## src/rtl/seq_mag_cmp_pkg.sv

```systemverilog
// Shared definitions for the sequential magnitude comparator.
//   state_t : FSM encoding (S_IDLE = ready for a start, S_RUN = comparing)
//   clog2   : ceiling log2, used to size the digit counter and steps output
package seq_mag_cmp_pkg;

    typedef enum logic {
        S_IDLE = 1'b0,
        S_RUN  = 1'b1
    } state_t;

    function automatic int clog2(input int value);
        int result;
        int tmp;
        result = 0;
        tmp    = value - 1;
        while (tmp > 0) begin
            result = result + 1;
            tmp    = tmp >> 1;
        end
        return result;
    endfunction

endpackage

```

## src/rtl/seq_mag_cmp_digit.sv

```systemverilog
// cmp_digit: combinational unsigned compare of one DIGIT-bit slice.
//   a, b : digit operands
//   gt   : a > b
//   lt   : a < b
module cmp_digit #(
    parameter int DIGIT = 2
) (
    input  logic [DIGIT-1:0] a,
    input  logic [DIGIT-1:0] b,
    output logic             gt,
    output logic             lt
);

    assign gt = (a > b);
    assign lt = (a < b);

endmodule

```

## src/rtl/seq_mag_cmp.sv

```systemverilog
// seq_mag_cmp: multi-cycle magnitude comparator, MSB-first, DIGIT bits per clock.
//   clk, rst_n      : clock, asynchronous active-low reset
//   start           : request, accepted only while ready = 1
//   is_signed, x, y : operands and mode, sampled with an accepted start
//   ready           : idle, next start is accepted
//   done            : one-cycle pulse, flags/steps valid from this cycle
//   xgy, xsy, xey   : x > y, x < y, x == y (one-hot after any completed compare)
//   steps           : digits examined in the last compare
//
// state  | meaning
// S_IDLE | waiting for start, ready = 1
// S_RUN  | comparing one digit per clock, ready = 0
module seq_mag_cmp
    import seq_mag_cmp_pkg::*;
#(
    parameter  int WIDTH      = 8,
    parameter  int DIGIT      = 2,
    parameter  int EARLY_EXIT = 1,
    localparam int CW         = clog2(WIDTH / DIGIT + 1)
) (
    input  logic             clk,
    input  logic             rst_n,
    input  logic             start,
    input  logic             is_signed,
    input  logic [WIDTH-1:0] x,
    input  logic [WIDTH-1:0] y,
    output logic             ready,
    output logic             done,
    output logic             xgy,
    output logic             xsy,
    output logic             xey,
    output logic [CW-1:0]    steps
);

    localparam int NDIG = WIDTH / DIGIT;

    state_t           state_q;
    logic [WIDTH-1:0] xs_q;
    logic [WIDTH-1:0] ys_q;
    logic [CW-1:0]    cnt_q;
    logic             dif_q;
    logic             dif_gt_q;
    logic             ready_q;
    logic             done_q;
    logic             xgy_q;
    logic             xsy_q;
    logic             xey_q;
    logic [CW-1:0]    steps_q;

    logic             dig_gt;
    logic             dig_lt;
    logic             last;
    logic             fin_d;
    logic             fin_gt_d;
    logic             fin_lt_d;
    logic [CW-1:0]    fin_steps_d;
    logic [WIDTH-1:0] msb_mask;

    cmp_digit #(.DIGIT(DIGIT)) u_cmp_digit (
        .a  (xs_q[WIDTH-1 -: DIGIT]),
        .b  (ys_q[WIDTH-1 -: DIGIT]),
        .gt (dig_gt),
        .lt (dig_lt)
    );

    // Flipping both sign bits maps two's complement onto offset binary,
    // so the unsigned digit compare yields the signed order.
    assign msb_mask = WIDTH'(is_signed) << (WIDTH - 1);
    assign last     = (cnt_q == CW'(NDIG - 1));

    always_comb begin
        fin_d       = 1'b0;
        fin_gt_d    = 1'b0;
        fin_lt_d    = 1'b0;
        fin_steps_d = '0;
        if ((EARLY_EXIT != 0) && (dig_gt || dig_lt)) begin
            fin_d       = 1'b1;
            fin_gt_d    = dig_gt;
            fin_lt_d    = dig_lt;
            fin_steps_d = cnt_q + CW'(1);
        end else if (last) begin
            fin_d       = 1'b1;
            fin_steps_d = CW'(NDIG);
            // A difference recorded earlier outranks the final digit.
            if (dif_q) begin
                fin_gt_d = dif_gt_q;
                fin_lt_d = !dif_gt_q;
            end else begin
                fin_gt_d = dig_gt;
                fin_lt_d = dig_lt;
            end
        end
    end

    always_ff @(posedge clk or negedge rst_n) begin
        if (!rst_n) begin
            state_q  <= S_IDLE;
            xs_q     <= '0;
            ys_q     <= '0;
            cnt_q    <= '0;
            dif_q    <= 1'b0;
            dif_gt_q <= 1'b0;
            ready_q  <= 1'b1;
            done_q   <= 1'b0;
            xgy_q    <= 1'b0;
            xsy_q    <= 1'b0;
            xey_q    <= 1'b0;
            steps_q  <= '0;
        end else begin
            done_q <= 1'b0;
            case (state_q)
                S_IDLE: begin
                    if (start) begin
                        xs_q    <= x ^ msb_mask;
                        ys_q    <= y ^ msb_mask;
                        cnt_q   <= '0;
                        dif_q   <= 1'b0;
                        ready_q <= 1'b0;
                        state_q <= S_RUN;
                    end
                end
                S_RUN: begin
                    if (fin_d) begin
                        xgy_q   <= fin_gt_d;
                        xsy_q   <= fin_lt_d;
                        xey_q   <= !(fin_gt_d || fin_lt_d);
                        steps_q <= fin_steps_d;
                        done_q  <= 1'b1;
                        ready_q <= 1'b1;
                        state_q <= S_IDLE;
                    end else begin
                        xs_q  <= xs_q << DIGIT;
                        ys_q  <= ys_q << DIGIT;
                        cnt_q <= cnt_q + CW'(1);
                        if (!dif_q && (dig_gt || dig_lt)) begin
                            dif_q    <= 1'b1;
                            dif_gt_q <= dig_gt;
                        end
                    end
                end
            endcase
        end
    end

    assign ready = ready_q;
    assign done  = done_q;
    assign xgy   = xgy_q;
    assign xsy   = xsy_q;
    assign xey   = xey_q;
    assign steps = steps_q;

endmodule

```

## config.mk

```make
export PLATFORM = sky130hd
export DESIGN_NAME = seq_mag_cmp
export DESIGN_NICKNAME = d
export VERILOG_FILES = /design/src/rtl/seq_mag_cmp_pkg.sv /design/src/rtl/seq_mag_cmp_digit.sv /design/src/rtl/seq_mag_cmp.sv
export SDC_FILE = /design/constraint.sdc
export NUM_CORES = 1
export LEC_CHECK = 0
export ABC_CLOCK_PERIOD_IN_PS = 2900
export BUFFER_PORTS_ARGS = -buffer_cell sky130_fd_sc_hd__buf_2
export CAP_MARGIN = 20
export CORE_MARGIN = 3
export CORE_UTILIZATION = 40
export DETAILED_ROUTE_END_ITERATION = 8
export PLACE_DENSITY_LB_ADDON = 0.15
export SLEW_MARGIN = 15
export SYNTH_ARGS = -nofsm -noshare
export SYNTH_HDL_FRONTEND = slang
export SYNTH_SLANG_ARGS = --single-unit
```

## constraint.sdc

```tcl
create_clock -name clk -period 2.9 [get_ports clk]
set_clock_uncertainty 0.1 [all_clocks]
set_input_delay 0.435 -clock clk [delete_from_list [all_inputs] [get_ports clk]]
set_output_delay 0.435 -clock clk [all_outputs]
set_load 0.01 [all_outputs]
```

==> metrics.txt, run 1 <==
status completed; antenna violations before repair 0; main flop type after synthesis dfrtp_1; I/O pins 28; CP top delay family compound AO/OA/AOI/OAI gates; fin. max-slew vios 0; Resized Gates After CTS 0; TritonCTS buffer count 5; GP Congestion 0.7733; Congestion Overflow GR 0; area of the core 3468 um2; endpoints failing hold 0; Reg clk slew, reported paths 0.06 ns; CTS Root Cell clkbuf_8; worst hold path type primary input to asynchronous set/reset pin; Post-synth EDFFs 0; Max-slew headroom 56.58%; Seq/Total Area, Yosys 50.29%; ANT nets after route 0; critical path type register to register; dpl ws ~0.63 ns; clock network power share 16.8%; initial core utilization 43.11%; I/O Buffers 27; Synth Cell Area 1495 um2; Fillers 335; Layout Nets 174; total power ~0.0020 W; first-pass GRT wire length a little under 5000 um; Startpoint Class register; final hold slack 0.08656 ns; average size of a mapped cell 12.56 um2; Max Cap Viol 0; CP cell instances ha_1, ha_1, nand4b_2, o21ai_4, mux2_2; n_diodes 0; reg2reg start cnt_q[0]; CP bufs+invs 0; top area cells in the synthesized netlist dfrtp_1 49%, mux2_2 9.0%, mux2_4 7.0%; Internal 0.001280 W; via-per-instance ratio ~5.0; LEAKAGE 0.8434 nW; syn_nets 143; Switching Fraction 35.87%; Synth warnings 0; fin crit share 78.00%; # rows 21; DRC 0; R2R Path End ys_q[4]; critical path's slowest cell o21ai_4; TritonRoute pass-1 iters 3; Routed WL 2803 um; detailed placer's ending HPWL 2056 um; die area between 4000 and 5000 um2; Peak supply drop between 0.6 and 0.7 mV; CP max stage delay 0.47 ns; crit end category register; via count 979; Synth Register Bits 30; cell taking the most area after synthesis dfrtp_1; fmax ~440 MHz; # clock sinks 30; Max FO, Critical Path 13; final worst setup slack 0.6379 ns; Total Routing Usage GR 14.74%; post-CTS setup buffers 0; hold_buf cts 0; vias in the first global route 1041; clk buf depth 2; DRT iter0 DRCs 46; Synth top area share 48.54%; die width 67.14 um; sequential share of power 36.3%; unrepaired setup endpoints after global routing false; largest net degree at the start of global routing 31; ys async rst share 100.0%; Area growth syn-to-layout 16.82%; htree depth 2; Comb pwr share 46.8%; Yosys cell types 37; Power Dens Cells 1143 nW/um2; Req. time, crit path 2.96 ns; Reg2Reg Setup Slack 0.64 ns; NetSw between 0.0007 and 0.0008 W; Die Y-Extent approximately 67 um; DR WL/cell 14.23 um; setup TNS 0 ns; share of cells above drive strength 1 41.06%; cell mode on critical path ha_1; Post-Syn Instances 119; minimum clock period 2.262 ns; # setup viols final 0; CTS tree yes; Final Util 50.36%; Worst-Skew Late Latency about 0.28 ns; arrival time worst endpoint 2.33 ns; Least-Margin Pin Slew roughly 0.65 ns; R2R depth 5
[cells in the final DEF, fill, tap and decap left out]
cell type,Yosys,routed
buf_4,1,2
xor2_1,1,1
o22ai_1,1,1
xnor2_1,1,1
nor2b_4,1,1
o32ai_1,1,1
nand4b_2,1,1
o21a_1,1,1
ha_1,4,4
o21ai_0,7,7
nor3_1,2,2
mux2i_1,5,5
nand2_1,12,12
o22a_1,1,1
inv_2,1,1
o2111ai_1,1,1
mux2_2,12,12
clkbuf_1,1,1
o211ai_1,2,2
o31ai_4,1,1
inv_1,8,8
nor2b_1,2,2
mux2_4,7,7
nor2_1,2,2
and2_1,1,1
and3_1,1,1
o21ai_4,1,1
o221a_2,1,1
and4b_1,1,1
clkbuf_8,0,6
clkinv_2,0,1
dfrtp_1,29,29
a221oi_1,1,1
o2bb2ai_1,2,2
buf_2,1,27
dfstp_2,1,1
nand2b_1,2,2
[through the flow]
step / cell area, um2 / instances
final: 1747 / 197
after global routing: 1747 / 197
after CTS: 1747 / 197
after detailed placement: 1655 / 189
after global placement: 1655 / 189
after floorplan: 1495 / 119
[power by group through the flow]
stage	clock network (W)	logic, W	registers, W
after floorplan	0	0.000775	0.000710
after detailed placement	0	0.000943	0.000732
after global placement	0	0.000925	0.000725
after global routing	0.000370	0.00105	0.000747
after CTS	0.000349	0.000948	0.000726
final	0.000336	0.000935	0.000725
[logic make-up after synthesis]
family,count (synthesis),share of synthesized area [%]
DFF,30,50.29
muxes,24,19.41
buffers and inverters,14,5.439
and+or+nand+nor,25,9.288
xor gates and xnor gates,2,1.172
adders and majority gates,4,3.347
AOI/OAI and AO/OA,20,11.05
[synth_stat cells (4+ instances only)]
| library cell | number |
|---|---|
| o21ai_0 | 7 |
| dfrtp_1 | 29 |
| mux2_4 | 7 |
| inv_1 | 8 |
| nand2_1 | 12 |
| mux2_2 | 12 |
| ha_1 | 4 |
| mux2i_1 | 5 |
[final cells by class]
cell class / count / area (um2) / share of cell area (%)
Timing Repair Buffer: 29 / 150.1 / 8.596
Tap cell: 46 / 57.56 / 3.295
Sequential cell: 30 / 752.0 / 43.05
Inverter: 9 / 33.78 / 1.934
Multi-Input combinational cell: 75 / 661.9 / 37.89
Clock buffer: 7 / 86.33 / 4.943
Clock inverter: 1 / 5.005 / 0.2865
[how the worst max path moves through the flow]
| stage | endpoint | from | cells after the start | slack, ns |
|---|---|---|---|---|
| after floorplan | xs_q[2] | cnt_q[0] | 6 | 0.91 |
| final | ys_q[4] | cnt_q[0] | 5 | 0.64 |
| after global routing | ys_q[3] | cnt_q[0] | 5 | 0.53 |
| after global placement | ys_q[3] | cnt_q[0] | 5 | 0.68 |
| after CTS | ys_q[4] | cnt_q[0] | 5 | 0.62 |
| after detailed placement | ys_q[4] | cnt_q[0] | 5 | 0.63 |
[metal layers]
layer  up-vias  GRT usage, %  part of all wire, %
li1        482             -                    -
met1       472         19.05                   50
met2        19         22.82                   44
met5         -             0                    0
met4         0         5.316                  1.6
met3         6         5.158                  5.1
[sequential cells by signal, summed over array words and instances, names as in the netlist]
signal,count
xs_q,8
ys_q,8
cnt_q,3
steps,3
dif_gt_q,1
dif_q,1
done,1
ready,1
state_q,1
xey,1
xgy,1
xsy,1
Note: power is estimated with default switching activity, not from simulation.
==> run 2: changes to the inputs <==
Settings changed: ABC_CLOCK_PERIOD_IN_PS 2900 to 1950.
Clock period 2.9 ns to 1.95 ns, I/O delays scaled along.
==> run 2 against run 1 <==
Core utilization grew 3.0 points. Sequential share of layout area down 2.4 points. Global-route usage up 0.086 points. Count of clock-buffer cells in the layout grew 1. Setup slack worse by 0.56 ns. Final area increased by 6.0%. Critical path type unchanged.
==> metrics.txt, run 2 (same netlist as run 1, synthesis figures left out) <==
Max FO, Critical Path 11 (-2); largest net degree at the start of global routing 31 (unchanged); TritonCTS buffer count 5 (unchanged); LEAKAGE 0.9010 nW (+6.8%); via-per-instance ratio 5.068 (+2.0%); clk buf depth 2 (unchanged); CP top delay family adder cells; CTS Root Cell clkbuf_8; CP max stage delay 0.38 ns (-0.09 ns); Power Dens Cells 1749 nW/um2 (+53%); Max-slew headroom 55.00% (-1.6 points); R2R depth 6 (+1); # setup viols final 0 (unchanged); via count 1039 (+6.1%); crit path launch cnt_q[0]; commonest cells after routing, fill and taps aside 29 x dfrtp_1, 27 x buf_2, 12 x nand2_1, 12 x mux2_2; fmax 534.6 MHz (+21%); total power 0.003240 W (+62%); n_diodes 0 (unchanged); Die Y-Extent 67.14 um (unchanged); cell mode on critical path ha_1; status completed; Req. time, crit path 2.02 ns (-0.94 ns); fin. max-slew vios 0 (unchanged); Layout Nets 182 (+4.6%); I/O pins 28 (unchanged); commonest non-fill, non-tap cell in the layout dfrtp_1; endpoints failing hold 0 (unchanged); htree depth 2 (unchanged); share of cells above drive strength 1 44.65% (+3.6 points); Worst-Skew Late Latency 0.29 ns (about the same); Least-Margin Pin Slew 0.6750 ns (+0.02381 ns); final hold slack 0.1070 ns (+0.02044 ns); WP depth 6 (+1); # clock sinks 30 (unchanged); area of the core 3468 um2 (unchanged); worst hold path type primary input to register; reg2reg start cnt_q[0]; Startpoint Class register; crit end category register; Congestion Overflow GR 0 (unchanged); Final Util 53.39% (+3.0 points); Area growth syn-to-layout 23.85%; fin crit share 95.93% (+18 points); Peak supply drop 0.7164 mV (+5.5%); initial core utilization 43.11% (unchanged); ANT nets after route 0 (unchanged); vias in the first global route 1042 (+0.096%); die width 67.14 um (unchanged); Routed WL 2958 um (+5.5%); Reg clk slew, reported paths 0.07 ns (about the same); critical path's slowest cell dfrtp_1; CTS tree yes; # rows 21 (unchanged); critical path type register to register; unrepaired setup endpoints after global routing false; first-pass GRT wire length 4912 um (+1.1%); detailed placer's ending HPWL 2173 um (+5.7%); DR WL/cell 14.43 um (+1.4%); arrival time worst endpoint 1.94 ns (-0.39 ns); CP bufs+invs 1 (+1); die area 4508 um2 (unchanged); biggest regs xs_q x8, ys_q x8; CP cell instances ha_1, ha_1, nand4b_4, o21ai_4, buf_12, mux2_2; Total Routing Usage GR 14.83% (+0.086 points); TritonRoute pass-1 iters 4 (+1); I/O Buffers 27 (unchanged); setup TNS 0 ns (unchanged); R2R Path End ys_q[3]; minimum clock period 1.871 ns (-0.3914 ns); DRT iter0 DRCs 35 (-24%); Max Cap Viol 0 (unchanged); Reg2Reg Setup Slack 0.08 ns (-0.56 ns); GP Congestion 0.7109 (-8.1%); DRC 0 (unchanged); worst setup path end ys_q[3]; antenna violations before repair 0 (unchanged); Fillers 334 (-0.30%)
## run 2: power breakdown
| group | internal [W] | total, W | switching, W |
|---|---|---|---|
| clock network | 0.000356 | 0.000591 | 0.000235 |
| registers | 0.000909 | 0.00107 | 0.000162 |
| logic | 0.000849 | 0.00158 | 0.000729 |
## run 2: layer usage
layer | GRT usage, % | vias to the layer above | part of all wire (%)
met5 | 0 | - | 0
met4 | 7.595 | 0 | 2.1
met3 | 3.494 | 6 | 4.6
met2 | 21.96 | 21 | 45
met1 | 20.17 | 513 | 49
li1 | - | 499 | -
## run 2: worst reg2reg max path, stage by stage (launching register included)
cell	delay [ns]
dfrtp_1	0.38
ha_1	0.20
ha_1	0.19
nand4b_4	0.19
o21ai_4	0.20
buf_12	0.17
mux2_2	0.33
## run 2: metrics by stage
stage	cell area, um2	std cells	worst slack [ns]
4_1_cts	1849	205	0.04213
3_3_place_gp	1729	196	0.09496
2_1_floorplan	1504	119	0.01574
6_report	1852	205	0.07935
5_1_grt	1852	205	0.01004
3_5_place_dp	1729	196	0.08094
## run 2: what timing repair did
action / 4_1_cts / 5_1_grt
endpoints found under the setup margin: 0 / 1
setup buffers: 0 / 0
hold endpoints to repair: 29 / 0
resized for setup: 0 / 1
hold buffers: 1 / 0
## run 2: how the worst min path moves through the flow
stage          slack (ns)  startpoint  endpoint  cells past startpoint
6_report             0.11        x[1]   xs_q[1]                      3
5_1_grt              0.11        x[1]   xs_q[1]                      3
4_1_cts              0.11        x[1]   xs_q[1]                      3
3_5_place_dp         0.27       rst_n      done                      1
3_3_place_gp         0.26       rst_n      done                      1
2_1_floorplan       -0.10       rst_n  cnt_q[0]                      0
## run 2: area by class of cell
class / count / area (um2) / share of cell area (%)
Multi-Input combinational cell: 75 / 673.1 / 36.35
Inverter: 9 / 33.78 / 1.824
Sequential cell: 30 / 752.0 / 40.61
Clock buffer: 8 / 110.1 / 5.946
Tap cell: 46 / 57.56 / 3.108
Timing Repair Buffer: 37 / 225.2 / 12.16
==> run 3: changes to the inputs <==
Settings changed: ABC_CLOCK_PERIOD_IN_PS 1950 to 2200.
Clock period 1.95 ns to 2.2 ns, I/O delays scaled along.
==> run 3 against run 2 <==
Register-to-register slack improved by 0.13 ns. Core utilization decreased by 1.9 points. Maximum frequency decreased by 6.2%. Flip-flop and latch count unchanged. Critical path depth unchanged. Sequential power decreased by 9.6%. Setup slack improved by 0.13 ns. Sequential share of layout area increased by 1.5 points. Power decreased by 17%. Final area decreased by 3.6%. Non-clock buffer count decreased by 3. Final cell count decreased by 1.5%. Largest cell class unchanged.
==> metrics.txt, run 3 (same netlist as run 1, synthesis figures left out) <==
Final Cell Area 1785 um2 (-3.6%); Register Area 752.0 um2 (unchanged); Worst-Skew Late Latency 0.28 ns (about the same); LEAKAGE 0.8646 nW (-4.0%); Max FO, Critical Path 5 (-6); worst hold path startpoint y[0]; antenna violations before repair 0 (unchanged); share of cells above drive strength 1 41.67% (-3.0 points); commonest cells after routing, fill and taps aside 29 x dfrtp_1, 27 x buf_2, 12 x nand2_1, 12 x mux2_2, 8 x inv_1; Startpoint Class register; Reg clk slew, reported paths 0.06 ns (about the same); final worst setup slack 0.2055 ns (+0.1262 ns); Peak supply drop 0.7130 mV (-0.47%); commonest non-fill, non-tap cell in the layout dfrtp_1; detailed placer's ending HPWL 2169 um (-0.22%); worst hold path type primary input to register; via-per-instance ratio 4.985 (-1.6%); reg2reg start cnt_q[0]; GP Congestion 0.7483 (+5.3%); R2R Path End xs_q[4]; Congestion Overflow GR 0 (unchanged); R2R depth 6 (unchanged); Fillers 346 (+3.6%); n_diodes 0 (unchanged); fmax 501.4 MHz (-6.2%); Least-Margin Pin Slew 0.6513 ns (-0.02376 ns); Area after DPL 1685 um2 (-2.5%); TritonRoute pass-1 iters 4 (unchanged); via count 1007 (-3.1%); biggest regs xs_q x8, ys_q x8; DR WL/cell 14.07 um (-2.5%); Layout Nets 179 (-1.6%); clk buf depth 2 (unchanged); ANT nets after route 0 (unchanged); arrival time worst endpoint 2.05 ns (+0.11 ns); # setup viols final 0 (unchanged); CTS Root Cell clkbuf_8; htree depth 2 (unchanged); DRT iter0 DRCs 65 (+86%); fin crit share 90.66% (-5.3 points); area of the core 3468 um2 (unchanged); largest net degree at the start of global routing 31 (unchanged); crit end category register; TritonCTS buffer count 5 (unchanged); Die Y-Extent 67.14 um (unchanged); I/O Buffers 27 (unchanged); minimum clock period 1.994 ns (+0.1238 ns); die width 67.14 um (unchanged); Max Cap Viol 0 (unchanged); # rows 21 (unchanged); Routed WL 2843 um (-3.9%); Cells after DPL 193 (-1.5%); Reg2Reg Setup Slack 0.21 ns (+0.13 ns); post-CTS setup buffers 0 (unchanged); Total Routing Usage GR 14.70% (-0.13 points); vias in the first global route 1018 (-2.3%); Max-slew headroom 56.58% (+1.6 points); Power Dens Cells 1499 nW/um2 (-14%); initial core utilization 43.11% (unchanged); I/O pins 28 (unchanged); dpl ws 0.2126 ns (+0.1317 ns); DRC 0 (unchanged); setup TNS 0 ns (unchanged); first-pass GRT wire length 4747 um (-3.4%); Area growth syn-to-layout 19.41%; unrepaired setup endpoints after global routing false; endpoints failing hold 0 (unchanged); WHS Path Cells 3 (unchanged); non-filler instance count after layout 202 (-1.5%); Multi-input gate area 661.9 um2 (-1.7%); Req. time, crit path 2.26 ns (+0.24 ns); CTS tree yes; fin. max-slew vios 0 (unchanged); status completed; critical path type register to register; # clock sinks 30 (unchanged); hold endpoint ys_q[0]; die area 4508 um2 (unchanged)
run 3: cell types whose count changed in the layout (fill, tap and decap cells not counted), sizes merged:
cell,previous run,this run
buf,36,33
run 3: how the worst max path moves through the flow:
stage                   from       to  slack [ns]  cells after the start
floorplan           cnt_q[0]  xs_q[2]        0.21                      6
global placement    cnt_q[0]  xs_q[4]        0.24                      6
detailed placement  cnt_q[0]  xs_q[4]        0.21                      6
CTS                 cnt_q[0]  xs_q[4]        0.19                      6
global route        cnt_q[0]  xs_q[4]        0.11                      6
finish              cnt_q[0]  xs_q[4]        0.21                      6
run 3: area by class of cell:
cell class | instances | share of cell area [%]
well taps | 46 | 3.224
repair buffers | 34 | 10.65
multi-input cells | 75 | 37.07
inverters | 9 | 1.892
clock buffers | 8 | 5.046
flip-flops and latches | 30 | 42.12
run 3: through the flow:
| stage | power, W | hold slack [ns] | utilization [%] |
|---|---|---|---|
| floorplan | 0.001958 | -0.06559 | - |
| global placement | 0.002217 | 0.2863 | 48.59 |
| detailed placement | 0.002257 | 0.2969 | 48.59 |
| CTS | 0.002718 | 0.1449 | 51.48 |
| global route | 0.002891 | 0.1559 | 51.48 |
| finish | 0.002677 | 0.1509 | 51.48 |
run 3: power by group:
| group | internal [W] | total, W | leakage [nW] | switching (W) |
|---|---|---|---|---|
| registers | 0.000806 | 0.000967 | 0.370 | 0.000161 |
| clock network | 0.000254 | 0.000446 | 0.0455 | 0.000192 |
| logic | 0.000667 | 0.00126 | 0.450 | 0.000596 |
| total | 0.00173 | 0.00268 | 0.865 | 0.000949 |
run 3: repair_timing:
action | 4_1_cts | 5_1_grt
hold buffers | 1 | 0
resized for setup | 0 | 0
hold endpoints to repair | 16 | 0
run 3: metal layers:
metal | track usage [%] | wire (um) | vias to the layer above
met4 | 6.076 | 52 | 0
li1 | - | - | 489
met1 | 18.60 | 1262 | 494
met2 | 22.21 | 1378 | 19
met5 | 0 | 0 | -
met3 | 5.990 | 150 | 5
run 3: critical path, cell delays in order (launching register included):
cell	delay, ns
dfrtp_1	0.41
ha_1	0.21
ha_1	0.18
nand4b_2	0.23
o21ai_4	0.24
buf_4	0.20
mux2_4	0.30
